File: src/rtl/key_pkg.sv
// Shared types and default constants for the key_debouncer slice.
// The optional long-press/auto-repeat feature is enabled by defining KEY_LONG_PRESS_EN.
package key_pkg;

    typedef enum logic [1:0] {
        KS_RELEASED    = 2'd0,
        KS_PRESS_DEB   = 2'd1,
        KS_PRESSED     = 2'd2,
        KS_RELEASE_DEB = 2'd3
    } key_state_t;

    localparam int unsigned KEY_N_KEYS       = 4;
    localparam int unsigned KEY_CLK_DIV      = 20000;
    localparam int unsigned KEY_DEB_SAMPLES  = 4;
    localparam bit          KEY_ACTIVE_LOW   = 1'b1;
    localparam int unsigned KEY_LONG_TICKS   = 1000;
    localparam int unsigned KEY_REPEAT_TICKS = 200;

endpackage

File: src/rtl/key_debounce_ch.sv
// One key channel: debounce FSM, debounce counter, pulse registers and,
// with KEY_LONG_PRESS_EN defined, the hold counter driving long_pulse.
module key_debounce_ch
    import key_pkg::*;
#(
    parameter int unsigned DEB_SAMPLES  = KEY_DEB_SAMPLES
`ifdef KEY_LONG_PRESS_EN
   ,parameter int unsigned LONG_TICKS   = KEY_LONG_TICKS
   ,parameter int unsigned REPEAT_TICKS = KEY_REPEAT_TICKS
`endif
) (
    input  logic clk,
    input  logic n_reset,
    input  logic tick,
    input  logic sample,
    output logic press,
    output logic press_pulse,
    output logic release_pulse,
    output logic long_pulse
);

    localparam int unsigned     CNT_W    = $clog2(DEB_SAMPLES + 1);
    localparam logic [CNT_W-1:0] CNT_LAST = CNT_W'(DEB_SAMPLES - 1);

    key_state_t       r_state;
    logic [CNT_W-1:0] r_cnt;
    logic             r_press;
    logic             r_press_pulse;
    logic             r_release_pulse;

`ifdef KEY_LONG_PRESS_EN
    localparam int unsigned      HOLD_W      = $clog2(LONG_TICKS + 1);
    localparam logic [HOLD_W-1:0] HOLD_LAST   = HOLD_W'(LONG_TICKS - 1);
    localparam logic [HOLD_W-1:0] HOLD_RELOAD = HOLD_W'(LONG_TICKS - REPEAT_TICKS);

    logic [HOLD_W-1:0] r_hold;
    logic              r_long;
`endif

    always_ff @(posedge clk or negedge n_reset) begin
        if (!n_reset) begin
            r_state         <= KS_RELEASED;
            r_cnt           <= '0;
            r_press         <= 1'b0;
            r_press_pulse   <= 1'b0;
            r_release_pulse <= 1'b0;
`ifdef KEY_LONG_PRESS_EN
            r_hold          <= '0;
            r_long          <= 1'b0;
`endif
        end else begin
            r_press_pulse   <= 1'b0;
            r_release_pulse <= 1'b0;
`ifdef KEY_LONG_PRESS_EN
            r_long          <= 1'b0;
`endif
            if (tick) begin
                case (r_state)
                    KS_RELEASED: begin
                        if (sample) begin
                            if (CNT_LAST == '0) begin
                                r_state       <= KS_PRESSED;
                                r_press       <= 1'b1;
                                r_press_pulse <= 1'b1;
                            end else begin
                                r_state <= KS_PRESS_DEB;
                                r_cnt   <= CNT_W'(1);
                            end
                        end
                    end
                    KS_PRESS_DEB: begin
                        if (!sample) begin
                            r_state <= KS_RELEASED;
                            r_cnt   <= '0;
                        end else if (r_cnt == CNT_LAST) begin
                            r_state       <= KS_PRESSED;
                            r_cnt         <= '0;
                            r_press       <= 1'b1;
                            r_press_pulse <= 1'b1;
                        end else begin
                            r_cnt <= r_cnt + 1'b1;
                        end
                    end
                    KS_PRESSED: begin
                        if (!sample) begin
                            if (CNT_LAST == '0) begin
                                r_state         <= KS_RELEASED;
                                r_press         <= 1'b0;
                                r_release_pulse <= 1'b1;
`ifdef KEY_LONG_PRESS_EN
                                r_hold          <= '0;
`endif
                            end else begin
                                r_state <= KS_RELEASE_DEB;
                                r_cnt   <= CNT_W'(1);
                            end
                        end else begin
`ifdef KEY_LONG_PRESS_EN
                            // Reload keeps repeats REPEAT_TICKS apart after the first event.
                            if (r_hold == HOLD_LAST) begin
                                r_hold <= HOLD_RELOAD;
                                r_long <= 1'b1;
                            end else begin
                                r_hold <= r_hold + 1'b1;
                            end
`endif
                        end
                    end
                    KS_RELEASE_DEB: begin
                        if (sample) begin
                            r_state <= KS_PRESSED;
                            r_cnt   <= '0;
                        end else if (r_cnt == CNT_LAST) begin
                            r_state         <= KS_RELEASED;
                            r_cnt           <= '0;
                            r_press         <= 1'b0;
                            r_release_pulse <= 1'b1;
`ifdef KEY_LONG_PRESS_EN
                            r_hold          <= '0;
`endif
                        end else begin
                            r_cnt <= r_cnt + 1'b1;
                        end
                    end
                    default: r_state <= KS_RELEASED;
                endcase
            end
        end
    end

    assign press         = r_press;
    assign press_pulse   = r_press_pulse;
    assign release_pulse = r_release_pulse;
`ifdef KEY_LONG_PRESS_EN
    assign long_pulse    = r_long;
`else
    assign long_pulse    = 1'b0;
`endif

endmodule

File: src/rtl/key_debouncer.sv
// Multi-key debouncer top: input synchronisers, shared sample prescaler, per-key channels.
// Define KEY_LONG_PRESS_EN to build the long-press/auto-repeat hold counters.
module key_debouncer
    import key_pkg::*;
#(
    parameter int unsigned N_KEYS       = KEY_N_KEYS,
    parameter int unsigned CLK_DIV      = KEY_CLK_DIV,
    parameter int unsigned DEB_SAMPLES  = KEY_DEB_SAMPLES,
    parameter bit          ACTIVE_LOW   = KEY_ACTIVE_LOW,
    parameter int unsigned LONG_TICKS   = KEY_LONG_TICKS,
    parameter int unsigned REPEAT_TICKS = KEY_REPEAT_TICKS
) (
    input  logic              clk,
    input  logic              n_reset,
    input  logic [N_KEYS-1:0] key,
    output logic [N_KEYS-1:0] press,
    output logic [N_KEYS-1:0] press_pulse,
    output logic [N_KEYS-1:0] release_pulse,
    output logic [N_KEYS-1:0] long_pulse,
    output logic              sample_tick
);

    localparam int unsigned      DIV_W    = $clog2(CLK_DIV);
    localparam logic [DIV_W-1:0] DIV_LAST = DIV_W'(CLK_DIV - 1);
    localparam logic [N_KEYS-1:0] IDLE_LVL = {N_KEYS{ACTIVE_LOW}};

    if (N_KEYS < 1 || CLK_DIV < 2 || DEB_SAMPLES < 1 ||
        REPEAT_TICKS < 1 || REPEAT_TICKS > LONG_TICKS) begin : g_bad_cfg
        $error("key_debouncer: invalid parameter set");
    end

    logic [N_KEYS-1:0] r_sync1;
    logic [N_KEYS-1:0] r_sync2;
    logic [N_KEYS-1:0] w_sample;
    logic [DIV_W-1:0]  r_div;
    logic              w_tick;

    always_ff @(posedge clk or negedge n_reset) begin
        if (!n_reset) begin
            r_sync1 <= IDLE_LVL;
            r_sync2 <= IDLE_LVL;
        end else begin
            r_sync1 <= key;
            r_sync2 <= r_sync1;
        end
    end

    assign w_sample = ACTIVE_LOW ? ~r_sync2 : r_sync2;

    always_ff @(posedge clk or negedge n_reset) begin
        if (!n_reset) begin
            r_div <= '0;
        end else if (r_div == DIV_LAST) begin
            r_div <= '0;
        end else begin
            r_div <= r_div + 1'b1;
        end
    end

    assign w_tick      = (r_div == DIV_LAST);
    assign sample_tick = w_tick;

    for (genvar gi = 0; gi < N_KEYS; gi++) begin : g_ch
        key_debounce_ch #(
            .DEB_SAMPLES  (DEB_SAMPLES)
`ifdef KEY_LONG_PRESS_EN
           ,.LONG_TICKS   (LONG_TICKS)
           ,.REPEAT_TICKS (REPEAT_TICKS)
`endif
        ) u_ch (
            .clk           (clk),
            .n_reset       (n_reset),
            .tick          (w_tick),
            .sample        (w_sample[gi]),
            .press         (press[gi]),
            .press_pulse   (press_pulse[gi]),
            .release_pulse (release_pulse[gi]),
            .long_pulse    (long_pulse[gi])
        );
    end

endmodule

File: config.mk
export PLATFORM = sky130hd
export DESIGN_NAME = key_debouncer
export DESIGN_NICKNAME = d
export VERILOG_FILES = /design/src/rtl/key_pkg.sv /design/src/rtl/key_debounce_ch.sv /design/src/rtl/key_debouncer.sv
export SDC_FILE = /design/constraint.sdc
export NUM_CORES = 1
export LEC_CHECK = 0
export CAP_MARGIN = 15
export CORE_MARGIN = 1
export CORE_UTILIZATION = 50
export CTS_BUF_LIST = sky130_fd_sc_hd__clkbuf_8
export DETAILED_ROUTE_END_ITERATION = 12
export HOLD_SLACK_MARGIN = 0.05
export PLACE_DENSITY = 0.67
export SLEW_MARGIN = 20
export SYNTH_ARGS = -nofsm -noshare
export SYNTH_HDL_FRONTEND = slang
export SYNTH_SLANG_ARGS = --single-unit
File: constraint.sdc
create_clock -name clk -period 2.3 [get_ports clk]
set_input_delay 0.575 -clock clk [delete_from_list [all_inputs] [get_ports clk]]
set_output_delay 0.575 -clock clk [all_outputs]
set_load 0.01 [all_outputs]
==> results.txt, run 1 <==
The required time of the worst setup path came out at 1730 ps. TritonCTS built the clock tree. The floorplan step set the die width to 72.0 um.

The final count of pins violating max slew came out at 0. The launch instance of the worst min-delay path is r_sync1[0]. The aggregate global-route resource usage came out at 18.7%. TritonCTS created 5 clock buffers. The clock latency at the later pin of the worst-skew pair is 300 ps. The area of the die is 0.00519 mm^2. The number of inserted diodes is 0.

The cell area that synthesis handed to floorplanning was 0.00245 mm^2. In the layout the commonest cells are sky130_fd_sc_hd__dfrtp_1 (44), sky130_fd_sc_hd__clkdlybuf4s50_1 (16), sky130_fd_sc_hd__nor2_1 (15), sky130_fd_sc_hd__nand2_1 (14), sky130_fd_sc_hd__o21ai_0 (14). In this run the clock root is driven by a sky130_fd_sc_hd__clkbuf_8.

The floorplan has 25 rows. The startpoint identified for the worst register-to-register timing path is r_div[0]. The number of DRC violations after detailed-routing iteration 0 came out at 96. The layout cell share with drive strength beyond 1 came out at 14.7%. The final reports fail on design-rule violations.

The global route total overflow is 0. The most common cell after layout, fill and taps aside is sky130_fd_sc_hd__dfrtp_1. 23 I/O pins were placed.

For this design the ratio of total power to cell area is 575 mW/mm^2. The internal reg-to-reg setup slack came out at 430 ps. The wire length of the first global-routing pass came out at 7320 um. Dividing the final minimum period by the clock period gives 93.1%. Yosys printed 0 warnings. The detailed-router iteration count before antenna repair is 8. The via count of the first global-routing pass is 1594.

The final weighted congestion in routability-driven placement is 0.787. The routed wire length is 4320 um. The number of filler instances in the final layout is 387. The final hold violation count is 0. Setup repair after global routing left no endpoint under its margin. For the pin with the worst max-slew slack, the measured transition is 672 ps.

The quantity of I/O buffers inserted on ports came out at 18. The worst setup path is of the reg -> out kind. STA puts the critical path data arrival time at 1570 ps. The worst slew margin relative to its limit came out at 55.2%. STA classifies the critical path endpoint as an output port.

The starting utilization of the core area is 51.9%. After synthesis, flip-flops and latches occupy 56.6% of the total area. The number of unique standard cell types used by synthesis is 39. The flow ran to the end, but the final reports show violations.

STA classifies the critical path startpoint as a flip-flop. The count of nets left with antenna violations once routing finished came out at 0. After clock tree synthesis, the clock-pin slew on the worst setup and hold paths is 90 ps. The post-route DRC violation count is 2.

The number of cell instances on the worst register-to-register path came out at 6. The post-route clock skew is 6.25 ps. The setup TNS after final layout came out at 0 ps. Synthesis handed over a netlist of 214 instances. The die height came out at 72.0 um. Across the run, the number of max-cap violations was 0. The initial antenna violation count came out at 0. The overall via count from detail_route came out at 1583. The post-route minimum period is 2140 ps. The path class of the tightest hold or removal check is reg -> reg.

The clock net in this run drives a total of 55 sinks. The final net count is 242. The maximum operating frequency came out at 467 MHz. The number of flip-flops and latches in the synthesized netlist came out at 55. The buffer levels on the longest clock path is 2. The largest fanout on the critical path came out at 3.

The design draws 1.59 mW. In this run the critical register-to-register path is captured at g_ch[1].u_ch.press. The hold buffer count at cts is 0.

The layout overhead on the synthesized area is 12.6%. Dividing the detail-routed via count by the number of cells gives 5.29. The leakage power summed over all cells is 1.29 nW. The level count of the clock H-tree is 2.

The total core area is 0.00472 mm^2. Across the VDD grid, the largest voltage drop is 0.376 mV. The average footprint of a synthesized cell came out at 11.5 um^2.

The pin count of the biggest net entering global routing is 56. The post-detailed-route wirelength per cell came out at 14.4 um. The worst hold path was traced through 0 stages.

The worst min-delay path endpoint is r_sync2[0]. The number of setup violations in the final report is 0. The detailed placer's ending HPWL came out at 2870 um.
-- state kept, by name, indices dropped and copies added, names as in the netlist, named ones only --
name and cells:
g_ch.u_ch.r_cnt 12, g_ch.u_ch.release_pulse 4, g_ch.u_ch.r_state 4, g_ch.u_ch.press 4, r_sync2 4, g_ch.u_ch.press_pulse 4, r_div 15, r_sync1 4
-- metrics by stage --
stage / hold WS [ps] / cell area [um^2] / setup slack (ps) / cells / util (%)
finish: 360 / 2760 / 158 / 299 / 58.4
global route: 364 / 2760 / 79.3 / 299 / 58.4
CTS: 362 / 2760 / 177 / 299 / 58.4
detailed placement: 348 / 2620 / 159 / 287 / 55.5
global placement: 346 / 2620 / 181 / 287 / 55.5
floorplan: 279 / 2460 / 382 / 217 / -
-- cell families after synthesis --
family,after synthesis,share of synthesized area [%]
and+or+nand+nor,73,17.7
DFF,55,56.6
AOI/OAI and AO/OA,39,10.9
buffers and inverters,25,6.38
xor gates and xnor gates,15,5.36
adders and majority gates,5,2.55
other,1,0.153
muxes,1,0.408
-- final cells by class --
cell class / count / area [um^2] / share of cell area [%]
clock buffers: 7 / 96.3 / 3.49
inverters: 5 / 18.8 / 0.680
flip-flops and latches: 55 / 1390 / 50.4
clock inverters: 1 / 3.75 / 0.136
multi-input cells: 137 / 925 / 33.5
repair buffers: 27 / 241 / 8.75
well taps: 67 / 83.8 / 3.04
-- power by group --
part | internal (mW) | switching, mW | leakage [nW]
Combinational | 0.0106 | 0.0261 | 0.509
Sequential | 0.979 | 0.00624 | 0.722
Clock | 0.271 | 0.293 | 0.0557
-- worst max path at each step --
stage,from,to,slack [ps],depth (start not counted)
3_3_place_gp,r_div[0],sample_tick,180,5
3_5_place_dp,r_div[0],sample_tick,160,5
2_1_floorplan,r_div[0],sample_tick,380,6
4_1_cts,r_div[6],sample_tick,180,4
6_report,r_div[0],sample_tick,160,5
5_1_grt,r_div[0],sample_tick,80,5
-- cell usage after synthesis --
| master | n | area (um^2) |
|---|---|---|
| sky130_fd_sc_hd__dfrtp_1 | 47 | 1180 |
| sky130_fd_sc_hd__buf_4 | 16 | 120 |
| sky130_fd_sc_hd__nor2_1 | 15 | 56.3 |
| sky130_fd_sc_hd__nand2_1 | 14 | 52.6 |
| sky130_fd_sc_hd__o21ai_0 | 14 | 70.1 |
| sky130_fd_sc_hd__xnor2_1 | 11 | 96.3 |
| sky130_fd_sc_hd__nand3_1 | 9 | 45.0 |
| sky130_fd_sc_hd__dfstp_2 | 8 | 210 |
| sky130_fd_sc_hd__and3_1 | 7 | 43.8 |
| sky130_fd_sc_hd__a21o_1 | 6 | 45.0 |
| sky130_fd_sc_hd__ha_1 | 5 | 62.6 |
| sky130_fd_sc_hd__nand4_1 | 5 | 31.3 |
| sky130_fd_sc_hd__o21a_1 | 5 | 37.5 |
| sky130_fd_sc_hd__inv_1 | 4 | 15.0 |
| sky130_fd_sc_hd__nor3_1 | 4 | 20.0 |
| sky130_fd_sc_hd__xor2_1 | 4 | 35.0 |
| sky130_fd_sc_hd__and2_1 | 3 | 18.8 |
| sky130_fd_sc_hd__o31a_1 | 3 | 26.3 |
| sky130_fd_sc_hd__a211o_1 | 2 | 17.5 |
| sky130_fd_sc_hd__a21boi_0 | 2 | 15.0 |
| sky130_fd_sc_hd__a2bb2oi_1 | 2 | 17.5 |
| sky130_fd_sc_hd__and3b_1 | 2 | 17.5 |
| sky130_fd_sc_hd__and4_1 | 2 | 17.5 |
| sky130_fd_sc_hd__buf_2 | 2 | 10.0 |
| sky130_fd_sc_hd__clkbuf_1 | 2 | 7.51 |
| sky130_fd_sc_hd__nand3b_1 | 2 | 15.0 |
| sky130_fd_sc_hd__nor3b_1 | 2 | 15.0 |
| sky130_fd_sc_hd__nor4_1 | 2 | 12.5 |
| sky130_fd_sc_hd__nor4b_4 | 2 | 47.6 |
| sky130_fd_sc_hd__o2111ai_1 | 2 | 17.5 |
| sky130_fd_sc_hd__or2_1 | 2 | 12.5 |
| sky130_fd_sc_hd__a21oi_1 | 1 | 5.00 |
| sky130_fd_sc_hd__conb_1 | 1 | 3.75 |
| sky130_fd_sc_hd__inv_2 | 1 | 3.75 |
| sky130_fd_sc_hd__mux2i_1 | 1 | 10.0 |
| sky130_fd_sc_hd__nand4_4 | 1 | 21.3 |
| sky130_fd_sc_hd__o2bb2ai_1 | 1 | 8.76 |
| sky130_fd_sc_hd__o31ai_1 | 1 | 7.51 |
| sky130_fd_sc_hd__or3_1 | 1 | 6.26 |
-- timing repair --
action,in CTS,in global routing
setup buffers,4,0
gates resized for setup,6,0
endpoints found under the setup margin,1,0
-- critical path: stages, from the launching register on --
cell and delay, ps:
sky130_fd_sc_hd__dfrtp_1 390, sky130_fd_sc_hd__ha_2 210, sky130_fd_sc_hd__and4_4 260, sky130_fd_sc_hd__nand4_4 80, sky130_fd_sc_hd__inv_2 70, sky130_fd_sc_hd__dlygate4sd2_1 260
-- metal layers --
metal | global-route usage (%) | wire, um | vias up
li1 | - | - | 771
met2 | 33.5 | 2320 | 20
met1 | 21.7 | 1850 | 787
met4 | 6.32 | 46 | 0
met5 | 0 | 0 | -
met3 | 4.86 | 96 | 5
(Power assumes the default switching activity.)
==> run 2, diff against run 1 <==
--- a/config.mk
+++ b/config.mk
@@ -7,11 +7,12 @@
 export LEC_CHECK = 0
 export CAP_MARGIN = 15
 export CORE_MARGIN = 1
-export CORE_UTILIZATION = 50
+export CORE_UTILIZATION = 40
 export CTS_BUF_LIST = sky130_fd_sc_hd__clkbuf_8
 export DETAILED_ROUTE_END_ITERATION = 12
+export DONT_BUFFER_PORTS = 1
 export HOLD_SLACK_MARGIN = 0.05
-export PLACE_DENSITY = 0.67
+export PLACE_DENSITY = 0.5
 export SLEW_MARGIN = 20
 export SYNTH_ARGS = -nofsm -noshare
 export SYNTH_HDL_FRONTEND = slang
==> run 2 against run 1 <==
Compared with the run above:
- the run now ends clean
- first-iteration DRC count shrank 53%
- non-clock buffer count shrank 20
- count of clock-buffer cells in the layout shrank 1
- cell area shrank 6.2%
- via count shrank 6.8%
- combinational power shrank 14%
- fmax grew 4.0%
- total power shrank 1.9%
- largest power group unchanged
==> results.txt, run 2 (synthesis results as in run 1) <==
The detailed-router iteration count before antenna repair came out at 4 (was 8). The post-route minimum period came out at 2060 ps (was 2140 ps). The cell-internal power came out at 1.23 mW (was 1.26 mW). The overall via count from detail_route is 1475 (was 1583).

Result of the run: finished, final reports clean (was finished with violations). The type of the worst setup path is reg -> out (unchanged). The pin count of the biggest net entering global routing was 48 (was 56).

The detailed placer's ending HPWL came out at 2890 um (was 2870 um). The number of antenna-violating nets in the routed design is 0 (unchanged). The starting utilization of the core area is 41.4% (was 51.9%). The clock latency at the later pin of the worst-skew pair came out at 300 ps (about the same). The worst hold slack across all endpoints came out at 98.8 ps (was 360 ps). The highest ir drop seen on vdd came out at 0.291 mV (was 0.376 mV). The startpoint class of the critical path is a flip-flop (unchanged).

The share of the clock period used by the worst path after layout came out at 89.6% (was 93.1%). The top register by number of flip-flops is r_div (unchanged). The setup slack at placement came out at 345 ps (was 159 ps). The post-detailed-route wirelength per cell came to 14.7 um (was 14.4 um). The post-route clock skew is 10.9 ps (was 6.25 ps).

The quantity of I/O buffers inserted on ports came to 0 (was 18). The required time of the worst setup path came to 1730 ps (about the same). The post-route DRC violation count is 0 (was 2). The arrival time at the worst endpoint is 1490 ps (was 1570 ps). RSZ-0062 raised after global routing: no (unchanged). The total instance count after detailed placement came out at 275 (was 287).

The final weighted congestion in routability-driven placement is 0.752 (was 0.787). The buffer levels on the longest clock path was 2 (unchanged). The layout overhead on the synthesized area was 5.61% (was 12.6%).

The number of DRC violations after detailed-routing iteration 0 came out at 45 (was 96). The total clock sinks came out at 55 (unchanged). The layout cell share with drive strength beyond 1 came out at 12.3% (was 14.7%). The switching power summed over all nets came out at 0.326 mW (about the same). The level count of the clock H-tree was 2 (unchanged). The max-capacitance violation count came out at 0 (unchanged). Largest registers: r_div: 15 flops, g_ch.u_ch.r_cnt: 12 flops (unchanged). List of cells traversed by the critical path: ha_1 > and4_1 > nand4_4 > inv_4 (was ha_2 > and4_4 > nand4_4 > inv_2 > dlygate4sd2_1). The routed wire length is 4220 um (was 4320 um). The number of top-level pins is 23 (unchanged).

The minimum setup slack in the final design is 240 ps (was 158 ps). The fraction of power spent switching nets came out at 20.9% (was 20.5%). The class of the tightest hold or removal check was in -> async (was reg -> reg). The top cell family by delay on the critical path is simple AND/OR/NAND/NOR gates (was flip-flops).

The area of the die is 0.00644 mm^2 (was 0.00519 mm^2). The TritonCTS clock tree is built (unchanged). The largest fanout on the critical path is 8 (was 3).

The final hold violation count is 0 (unchanged). The most common cell after layout, fill and taps aside is sky130_fd_sc_hd__dfrtp_1 (unchanged). The path length in cells of the critical path is 4 (was 5). The via count of the first global-routing pass came out at 1564 (was 1594). The maximum operating frequency came out at 485 MHz (was 467 MHz). The global route total overflow was 0 (unchanged).

The number of cell instances on the worst register-to-register path came out at 6 (unchanged). The number of setup violations in the final report is 0 (unchanged). Top library cells by usage in the layout, fill and taps aside: sky130_fd_sc_hd__dfrtp_1 (47), sky130_fd_sc_hd__nor2_1 (15), sky130_fd_sc_hd__nand2_1 (14), sky130_fd_sc_hd__o21ai_0 (14), sky130_fd_sc_hd__xnor2_1 (11) (was sky130_fd_sc_hd__dfrtp_1 (44), sky130_fd_sc_hd__clkdlybuf4s50_1 (16), sky130_fd_sc_hd__nor2_1 (15), sky130_fd_sc_hd__nand2_1 (14), sky130_fd_sc_hd__o21ai_0 (14)). The final net count was 222 (was 242). The internal reg-to-reg setup slack is 380 ps (was 430 ps).

The setup TNS after final layout was 0 ps (unchanged). The capturing element type of the critical path is an output port (unchanged). The critical path buffer and inverter count is 1 (was 2). The detailed-route vias per instance is 5.14 (was 5.29). The power density over the cells is 601 mW/mm^2 (was 575 mW/mm^2). The total core area is 0.00592 mm^2 (was 0.00472 mm^2). The delay of the slowest cell on the worst path was 400 ps (was 390 ps).

The sequential cell fraction of total power came out at 63.3% (was 62.1%). The combinational cell fraction of total power came to 2.0% (was 2.3%). The aggregate global-route resource usage was 15.0% (was 18.7%). The overall power came to 1.56 mW (was 1.59 mW). The worst-path cell with the longest stage delay is sky130_fd_sc_hd__dfrtp_1 (unchanged).

The clock power share came out at 34.6% (was 35.6%). The endpoint of the lowest-slack register-to-register path is g_ch[1].u_ch.press (unchanged). The beginning of the worst register-to-register path is r_div[0] (unchanged). The wire length of the first global-routing pass is 7240 um (was 7320 um). The final count of pins violating max slew came to 0 (unchanged).

The die height is 80.3 um (was 72.0 um). The clock root buffer is sky130_fd_sc_hd__clkbuf_8 (unchanged). The number of inserted diodes was 0 (unchanged).

The initial antenna violation count is 0 (unchanged). The flip-flop count of the largest register after layout was 15 (unchanged). The number of placement rows is 28 (was 25). The leakage power summed over all cells is 1.21 nW (was 1.29 nW). The final instance count without filler cells came to 287 (was 299). The number of buffers inserted during clock tree synthesis came to 5 (unchanged). The clock-pin slew reported for the worst setup and hold paths after clock tree synthesis came out at 100 ps (was 90 ps).

The horizontal die dimension is 80.3 um (was 72.0 um).
## run 2: cell count changes in the layout (fill, tap and decap cells not counted), moves of 3 or more
cell	previous run	this run
sky130_fd_sc_hd__dfrtp_2	3	0
sky130_fd_sc_hd__dfrtp_1	44	47
sky130_fd_sc_hd__buf_4	9	6
sky130_fd_sc_hd__clkdlybuf4s50_1	16	0
## run 2: cell type report
| type | instances | area [um^2] |
|---|---|---|
| well taps | 75 | 93.8 |
| clock buffers | 6 | 82.6 |
| multi-input cells | 137 | 920 |
| clock inverters | 2 | 12.5 |
| flip-flops and latches | 55 | 1390 |
| inverters | 5 | 21.3 |
| repair buffers | 7 | 72.6 |
| fillers | 560 | 3330 |
## run 2: power groups by stage
stage	combinational [mW]	clock, mW	sequential, mW
after global placement	0.0102	0	1.00
final	0.0314	0.539	0.985
after global routing	0.0364	0.618	0.987
after detailed placement	0.0105	0	1.00
after floorplan	0.0140	0	1.00
after CTS	0.0328	0.574	0.985
## run 2: per-layer routing
| layer | routed length, um | track usage [%] | up-vias |
|---|---|---|---|
| li1 | - | - | 723 |
| met2 | 2150 | 26.5 | 19 |
| met3 | 125 | 3.98 | 4 |
| met1 | 1910 | 17.7 | 729 |
| met4 | 33 | 4.46 | 0 |
| met5 | 0 | 0 | - |
## run 2: how the worst max path moves through the flow
stage | startpoint | end | slack [ps]
after floorplan | r_div[0] | sample_tick | 380
after global placement | r_div[6] | sample_tick | 400
after detailed placement | r_div[0] | g_ch[1].u_ch.r_cnt[0] | 340
after CTS | r_div[0] | sample_tick | 30
after global routing | r_div[0] | sample_tick | 150
final | r_div[0] | sample_tick | 240
## run 2: what timing repair did
action,4_1_cts,5_1_grt
hold buffers,1,0
gates resized for setup,1,0
setup endpoints to repair,1,1
hold endpoints to repair,47,0
setup buffers,0,3
## run 2: metrics by stage
| stage | area, um^2 | utilization [%] |
|---|---|---|
| detailed placement | 2440 | 41.2 |
| global route | 2590 | 43.7 |
| finish | 2590 | 43.7 |
| global placement | 2440 | 41.2 |
| floorplan | 2460 | - |
| CTS | 2570 | 43.3 |
